**src/rtl/poly_key_synth.sv**
```systemverilog
// rtl/poly_key_synth.sv - polyphonic PS/2 key synthesizer with voice stealing and sigma-delta mix
//
// Purpose: parses the raw PS/2 scan-code byte stream, allocates the eight note
// keys to NUM_VOICES square-wave voices (lowest free voice first, round-robin
// steal when all are busy), and mixes the voices into a level and a 1-bit
// sigma-delta speaker stream.
//
// Ports:
//   i_clk            system clock (100 MHz)
//   i_reset          synchronous active-high reset
//   i_scan_valid     one-cycle strobe qualifying i_scan_code
//   i_scan_code      PS/2 scan-code byte
//   i_oct_sel        0/3 table pitch, 1 octave up, 2 octave down (latched at press)
//   i_panic          releases all voices; a same-cycle byte is dropped
//   o_voice_active   voice i holds a key
//   o_voice_wave     square output of voice i (0 when inactive)
//   o_mix_level      registered popcount of o_voice_wave
//   o_speaker        sigma-delta bitstream of o_mix_level / NUM_VOICES
module poly_key_synth #(
  parameter int NUM_VOICES = 4,
  parameter int CNT_W      = 20,
  parameter int LVL_W      = $clog2(NUM_VOICES + 1)
) (
  input  logic                  i_clk,
  input  logic                  i_reset,
  input  logic                  i_scan_valid,
  input  logic [7:0]            i_scan_code,
  input  logic [1:0]            i_oct_sel,
  input  logic                  i_panic,
  output logic [NUM_VOICES-1:0] o_voice_active,
  output logic [NUM_VOICES-1:0] o_voice_wave,
  output logic [LVL_W-1:0]      o_mix_level,
  output logic                  o_speaker
);

  localparam int IDX_W = (NUM_VOICES > 1) ? $clog2(NUM_VOICES) : 1;
  localparam int ACC_W = LVL_W + 1;
  localparam logic [CNT_W-1:0] CNT_ONE = CNT_W'(1);
  localparam logic [IDX_W-1:0] IDX_ONE = IDX_W'(1);
  localparam logic [IDX_W-1:0] IDX_MAX = IDX_W'(NUM_VOICES - 1);

  typedef enum logic {S_IDLE = 1'b0, S_BREAK = 1'b1} state_t;

  state_t r_state;
  state_t w_state_nxt;
  logic   w_press;
  logic   w_release;

  logic [NUM_VOICES-1:0]            r_active;
  logic [NUM_VOICES-1:0]            r_wave;
  logic [NUM_VOICES-1:0][7:0]       r_key;
  logic [NUM_VOICES-1:0][CNT_W-1:0] r_half;
  logic [NUM_VOICES-1:0][CNT_W-1:0] r_cnt;
  logic [IDX_W-1:0]                 r_steal_ptr;

  logic [LVL_W-1:0] r_mix;
  logic [ACC_W-1:0] r_acc;
  logic             r_speaker;

  // Parser state register
  always_ff @(posedge i_clk) begin
    if (i_reset) r_state <= S_IDLE;
    else         r_state <= w_state_nxt;
  end

  // Parser next state and press/release decode; panic drops the byte
  always_comb begin
    w_state_nxt = r_state;
    w_press     = 1'b0;
    w_release   = 1'b0;
    if (i_panic) begin
      w_state_nxt = S_IDLE;
    end else if (i_scan_valid) begin
      case (i_scan_code)
        8'hE0: w_state_nxt = r_state;
        8'hF0: w_state_nxt = S_BREAK;
        default: begin
          if (r_state == S_BREAK) begin
            w_release   = 1'b1;
            w_state_nxt = S_IDLE;
          end else begin
            w_press = 1'b1;
          end
        end
      endcase
    end
  end

  // Half-period table, then octave shift selected at the press cycle
  logic             w_mapped;
  logic [CNT_W-1:0] w_tbl;
  logic [CNT_W-1:0] w_half_new;

  always_comb begin
    w_mapped = 1'b1;
    w_tbl    = '0;
    case (i_scan_code)
      8'h1C:   w_tbl = CNT_W'(191109);
      8'h1B:   w_tbl = CNT_W'(170265);
      8'h23:   w_tbl = CNT_W'(151685);
      8'h2B:   w_tbl = CNT_W'(143172);
      8'h34:   w_tbl = CNT_W'(127550);
      8'h33:   w_tbl = CNT_W'(113636);
      8'h3B:   w_tbl = CNT_W'(101238);
      8'h42:   w_tbl = CNT_W'(95556);
      default: w_mapped = 1'b0;
    endcase
    case (i_oct_sel)
      2'd1:    w_half_new = w_tbl >> 1;
      2'd2:    w_half_new = w_tbl << 1;
      default: w_half_new = w_tbl;
    endcase
  end

  // Key lookup among active voices and lowest-index free voice.
  // Iterating downward lets the lowest matching index win.
  logic             w_hit;
  logic [IDX_W-1:0] w_hit_idx;
  logic             w_free;
  logic [IDX_W-1:0] w_free_idx;

  always_comb begin
    w_hit      = 1'b0;
    w_hit_idx  = '0;
    w_free     = 1'b0;
    w_free_idx = '0;
    for (int i = NUM_VOICES - 1; i >= 0; i--) begin
      if (r_active[i] && (r_key[i] == i_scan_code)) begin
        w_hit     = 1'b1;
        w_hit_idx = IDX_W'(i);
      end
      if (!r_active[i]) begin
        w_free     = 1'b1;
        w_free_idx = IDX_W'(i);
      end
    end
  end

  logic             w_do_alloc;
  logic             w_do_rel;
  logic [IDX_W-1:0] w_alloc_idx;

  // A held key pressed again is typematic repeat and is ignored
  assign w_do_alloc  = w_press && w_mapped && !w_hit;
  assign w_do_rel    = w_release && w_mapped && w_hit;
  assign w_alloc_idx = w_free ? w_free_idx : r_steal_ptr;

  // Voice bank
  always_ff @(posedge i_clk) begin
    if (i_reset) begin
      r_active    <= '0;
      r_wave      <= '0;
      r_key       <= '0;
      r_half      <= '0;
      r_cnt       <= '0;
      r_steal_ptr <= '0;
    end else begin
      for (int i = 0; i < NUM_VOICES; i++) begin
        if (i_panic) begin
          r_active[i] <= 1'b0;
          r_wave[i]   <= 1'b0;
          r_cnt[i]    <= '0;
        end else if (w_do_alloc && (w_alloc_idx == IDX_W'(i))) begin
          r_active[i] <= 1'b1;
          r_key[i]    <= i_scan_code;
          r_half[i]   <= w_half_new;
          r_cnt[i]    <= '0;
          r_wave[i]   <= 1'b0;
        end else if (w_do_rel && (w_hit_idx == IDX_W'(i))) begin
          r_active[i] <= 1'b0;
          r_cnt[i]    <= '0;
          r_wave[i]   <= 1'b0;
        end else if (r_active[i]) begin
          if (r_cnt[i] == r_half[i] - CNT_ONE) begin
            r_cnt[i]  <= '0;
            r_wave[i] <= ~r_wave[i];
          end else begin
            r_cnt[i] <= r_cnt[i] + CNT_ONE;
          end
        end
      end
      if (i_panic) begin
        r_steal_ptr <= '0;
      end else if (w_do_alloc && !w_free) begin
        r_steal_ptr <= (r_steal_ptr == IDX_MAX) ? '0 : r_steal_ptr + IDX_ONE;
      end
    end
  end

  // Mix path: popcount, then first-order sigma-delta against NUM_VOICES
  logic [LVL_W-1:0] w_pop;
  logic [ACC_W-1:0] w_sum;

  always_comb begin
    w_pop = '0;
    for (int i = 0; i < NUM_VOICES; i++) begin
      w_pop = w_pop + LVL_W'(r_wave[i]);
    end
    w_sum = r_acc + ACC_W'(r_mix);
  end

  always_ff @(posedge i_clk) begin
    if (i_reset) begin
      r_mix     <= '0;
      r_acc     <= '0;
      r_speaker <= 1'b0;
    end else begin
      r_mix <= w_pop;
      if (w_sum >= ACC_W'(NUM_VOICES)) begin
        r_acc     <= w_sum - ACC_W'(NUM_VOICES);
        r_speaker <= 1'b1;
      end else begin
        r_acc     <= w_sum;
        r_speaker <= 1'b0;
      end
    end
  end

  assign o_voice_active = r_active;
  assign o_voice_wave   = r_wave;
  assign o_mix_level    = r_mix;
  assign o_speaker      = r_speaker;

endmodule

```
**config.mk**
```make
export PLATFORM = sky130hd
export DESIGN_NAME = poly_key_synth
export DESIGN_NICKNAME = d
export VERILOG_FILES = /design/src/rtl/poly_key_synth.sv
export SDC_FILE = /design/constraint.sdc
export NUM_CORES = 1
export LEC_CHECK = 0
export ABC_AREA = 1
export CORE_MARGIN = 2
export CORE_UTILIZATION = 40
export CTS_BUF_LIST = sky130_fd_sc_hd__clkbuf_8
export DETAILED_ROUTE_END_ITERATION = 10
export GPL_TIMING_DRIVEN = 0
export MAX_ROUTING_LAYER = met4
export PLACE_DENSITY = 0.6
export SLEW_MARGIN = 30
export SYNTH_ARGS = -nofsm -noshare
export SYNTH_HDL_FRONTEND = slang
export SYNTH_SLANG_ARGS = --single-unit
```
**constraint.sdc**
```tcl
create_clock -name i_clk -period 2.04 [get_ports i_clk]
set_input_delay 0.408 -clock i_clk [delete_from_list [all_inputs] [get_ports i_clk]]
set_output_delay 0.408 -clock i_clk [all_outputs]
set_load 0.02 [all_outputs]
```
# Word-level counts from Yosys, hierarchy flattened

Cells that the tools add are included.

Bits in registers: 211
Input port bits: 14
Output and inout port bits: 12
Word-level logic and storage cells: 158

$add $sub $neg: 14
Magnitude comparators: 1
Equal/unequal tests: 27
Mux-type cells: 44
Bitwise gates (word level): 6
Reductions and logical operators: 41

Operator list:

| kind                    | count |
|---|---|
| $pmux W18 S8            | 1 |
| $add A20 B1 Y20 const B | 4 |
| $eq A20 B20 Y1          | 4 |
| $mux W20                | 4 |
| $sub A20 B1 Y20 const B | 4 |
| $eq A8 B6 Y1 const B    | 5 |
| $pmux W20 S2            | 1 |
| $eq A8 B8 Y1            | 4 |
| $mux W1                 | 26 |
| $mux W2                 | 10 |
| $reduce_and A2 Y1       | 9 |
| $logic_and A1 B1 Y1     | 17 |
| $eq A8 B5 Y1 const B    | 2 |
| $eq A8 B8 Y1 const B    | 2 |
| $reduce_or A4 Y1        | 4 |
| $eq A2 B2 Y1 const B    | 6 |
| $eq A8 B7 Y1 const B    | 1 |
| $reduce_bool A2 Y1      | 4 |
| $reduce_or A8 Y1        | 1 |
| $eq A2 B1 Y1 const B    | 3 |
| $not A1 Y1              | 6 |
| $add A4 B3 Y4           | 1 |
| $ge A4 B3 Y1 const B    | 1 |
| $logic_not A2 Y1        | 2 |
| 9 further kinds         | 11 |

# Logic depth before layout (Yosys ltp)

Depth after elaboration: 10
Depth in mapped cells: 17
Depth with buffers taken out: 16

# Least setup slack after synthesis

Ideal clock, no wire load.

Path type: register to register
From: register r_half[20] (netlist name)
To: register r_cnt[35] (netlist name)
Arrival: 1924 ps
Data required time: 1923 ps
Path slack: 0 ps
Cell stages (with the launch flop): 18
Path buffers: 2
Cells stage by stage: dfxtp_1 inv_1 ha_1 nand2_2 nor2_4 buf_6 nand2_1 nand2_1 nand2_1 nand2_1 nand2_1 nor2_1 nand2_1 nor2_1 nand3_1 nand2_4 buf_12 nor2_2

Longest elaborated chain between the ends: 3

Ends and longest elaborated chain:

| item                             | line | RTL |
|---|---|---|
| start: declaration               | 52   | `logic [NUM_VOICES-1:0][CNT_W-1:0] r_half;` |
| start signal: indexed assignment | 166  | `r_half[i] <= w_half_new;` |
| $sub A20 B1 Y20                  | 174  | `if (r_cnt[i] == r_half[i] - CNT_ONE) begin` |
| $eq A20 B20 Y1                   | 174  |  |
| $mux W20                         | 174  |  |
| end signal: indexed assignment   | 178  | `r_cnt[i] <= r_cnt[i] + CNT_ONE;` |
| end: declaration                 | 53   | `logic [NUM_VOICES-1:0][CNT_W-1:0] r_cnt;` |

No other way between the ends.
A chain may end at the register's enable or synchronous reset.

# Final worst setup path

From: register r_half[20] (netlist name)
To: register r_cnt[33] (netlist name)

Same word-level chain as after synthesis.

==> impl_metrics.tcl <==
set metrics [dict create \
    min_period_over_period 1.10 \
    start_util 0.406 \
    busiest_layer "met2" \
    clock_skew_ns 0.0179 \
    ys_seq_area_frac 0.304 \
    cp-start-kind "flip-flop" \
    swShare 0.258 \
    cts_hold_repair.buffers 0 \
    worst_pin_slew_ns 0.781 \
    dp_cells 2685 \
    fmax_mhz 448 \
    grt_util_met3 0.0387 \
    layout-drive-gt1-share 0.246 \
    violations "negative setup slack" \
    pwr-share-seq 0.449 \
    fin_nets 2425 \
    slew_headroom 0.479 \
    avgSynthCellArea_um2 6.14 \
    vias 14300 \
    grt_pass1_wl_um 68300 \
    io_pins 26 \
    numPortBuffers 19 \
    multiInputGateArea_mm2 0.00935 \
    path_buf_inv 5 \
    crit_slowest_cell "dfxtp_4" \
    drc_errors 0 \
    die_x_um 189 \
    max_stage_delay_ns 0.36 \
    design_area_mm2 0.0177 \
    place_area_mm2 0.0144 \
    clk_latency_ns 0.60 \
    rows 67 \
    viasPerCell 4.97 \
    syn_area_mm2 0.0136 \
    combPwrFrac 0.061 \
    grt.met1_usage 0.294 \
    required_ns 2.53 \
    vdd_drop_max_mv 0.459 \
    path_cells "inv_4 -> ha_4 -> nand2_4 -> nor2_4 -> buf_6 -> nand4_1 -> nand2_1 -> inv_1 -> nor2_2 -> nand3_2 -> nor2_4 -> nand3_4 -> nand2_8 -> buf_12 -> buf_12 -> nor2_2" \
    critPathCaptureType "flip-flop" \
    post-route-util 0.529 \
    synthDistinctLibCells 42 \
    p_switching_uw 2330 \
    core_mm2 0.0335 \
    finalSetupViolCount 84 \
    clockBufferDepth 3 \
    whs_ns 0.129 \
    hp-class "input port to flip-flop" \
    outcome "complete, but fails checks" \
    final_hold_viol_count 0 \
    cts_tree "yes" \
    syn-num-nets 2250 \
    cap_violations 0 \
    firstDrtPassIters 10 \
    power_density_mw_per_mm2 509 \
    htreeDepth 2 \
    antenna_left 0 \
    cts_sinks 207 \
    leakage_uw 0.00818 \
    clk_pin_slew_ns 0.06 \
    track_usage 0.247 \
    setup_ws_ns -0.194 \
    insertedDiodeCount 0 \
    nFillCells 3376 \
    tns_ns -6.88 \
    critPathArrivalTime_ns 2.72 \
    power.internal_uw 6700 \
    wl_per_cell_um 15.4 \
    die_area_mm2 0.0355 \
    rsz0062_at_grt "yes" \
    mostFrequentLayoutCell "nand2_1" \
    routabilityCongestion 0.899 \
    root_buffer "clkbuf_8" \
    ys_ff_latch 207 \
    routed_wl_um 44300 \
    path_class "flip-flop to flip-flop" \
    power.share.clock 0.491 \
    cts_buffers 40 \
    synthCells 2218 \
    critPathTopFamily "simple AND/OR/NAND/NOR gates" \
    final_cell_mix "nand2_1, nor2_1, inv_1" \
    hpwl_um 30900 \
    grt_max_degree 11 \
    use_met2 0.429 \
    grt_overflow_total 0 \
    die_h_um 189 \
    antenna_found_initial 0 \
    drt_iter0_markers 967 \
    areaGrowthSynthToFinish_pct 30.3 \
    fin_cells 2870 \
    min_period_ns 2.23 \
    slew_viol_final 0 \
    grt_pass1_vias 13400 \
    path_max_fanout 5 \
    ff_latch_area_mm2 0.00419 \
    ys_warn_count 0 \
]
[Yosys cell counts (all sizes together)]
library cell	count	area [µm²]
a21oi	61	309
a31oi	1	6.26
and2	1	6.26
buf	39	275
clkbuf	19	71.3
dfxtp	207	4140
fa	2	40.0
ha	16	200
inv	263	987
nand2	620	2380
nand3	134	703
nand3b	14	105
nand4	36	225
nor2	482	1940
nor3	29	161
nor3b	2	15.0
nor4	8	56.3
o211ai	9	67.6
o21ai	126	634
o21bai	7	52.6
o221ai	1	8.76
o22ai	4	25.0
or2	5	31.3
xnor2	40	350
xnor3	1	22.5
xor2	91	797
[what timing repair did]
| action | 4_1_cts | 5_1_grt |
|---|---|---|
| hold endpoints to repair | 0 | 0 |
| gates cloned | 5 | 5 |
| endpoints found under the setup margin | 205 | 195 |
| resized for setup | 207 | 316 |
| pin swaps | 61 | 110 |
| setup buffers | 67 | 41 |
[final timing paths]
check | startpoint | end | slack (ns) | cells past startpoint
hold / removal | i_scan_code[6] | r_key[6] | 0.13 | 3
setup reg to reg | r_half[20] | r_cnt[33] | -0.19 | 16
hold reg to reg | r_key[23] | r_key[23] | 0.46 | 2
setup / recovery | r_half[20] | r_cnt[33] | -0.19 | 16
[kinds of logic after synthesis]
kind of cell    after synthesis  synth area share
fa+ha+maj                    18            0.0176
flops                       207             0.304
xor+xnor                    132            0.0859
simple gates               1331             0.413
compound gates              209            0.0810
buf+inv                     321            0.0979
[per-layer routing]
layer | routed length (µm) | part of all wire
met3 | 1850 | 0.042
met2 | 21800 | 0.49
met1 | 19500 | 0.44
met5 | 0 | 0
met4 | 1150 | 0.026
[stage by stage]
stage,setup slack [ns],power (µW)
2_1_floorplan,0.0119,4430
3_3_place_gp,-1.27,4560
3_5_place_dp,-1.20,4560
4_1_cts,-0.139,9080
5_1_grt,-0.317,9340
6_report,-0.194,9030
[area by class of cell]
type / instances / area share
Clock inverter: 18 / 0.00663
Multi-Input combinational cell: 1690 / 0.527
Clock buffer: 53 / 0.0411
Sequential cell: 207 / 0.236
Buffer: 58 / 0.0284
Timing Repair Buffer: 133 / 0.0718
Inverter: 263 / 0.0571
Tap cell: 448 / 0.0316
[worst reg2reg max path, cell delays in order, from the launching register on]
cell and delay (ns):
dfxtp_4 0.36, inv_4 0.08, ha_4 0.17, nand2_4 0.08, nor2_4 0.17, buf_6 0.16, nand4_1 0.09, nand2_1 0.10
inv_1 0.06, nor2_2 0.12, nand3_2 0.11, nor2_4 0.14, nand3_4 0.12, nand2_8 0.12, buf_12 0.12, buf_12 0.11
nor2_2 0.04
[power by group through the flow]
stage	logic (µW)	registers, µW	clock network (µW)
after floorplan	286	4140	0
after global placement	415	4140	0
after detailed placement	414	4140	0
after CTS	498	4050	4530
after global routing	589	4050	4710
final	548	4050	4430
[state kept, by name, indices dropped and copies added (netlist names)]
name,flops
r_half,76
r_key,32
o_speaker,1
r_acc,4
o_voice_wave,4
r_state,1
r_steal_ptr,2
o_mix_level,3
o_voice_active,4
r_cnt,80
Power figures use the tool's default switching activity.
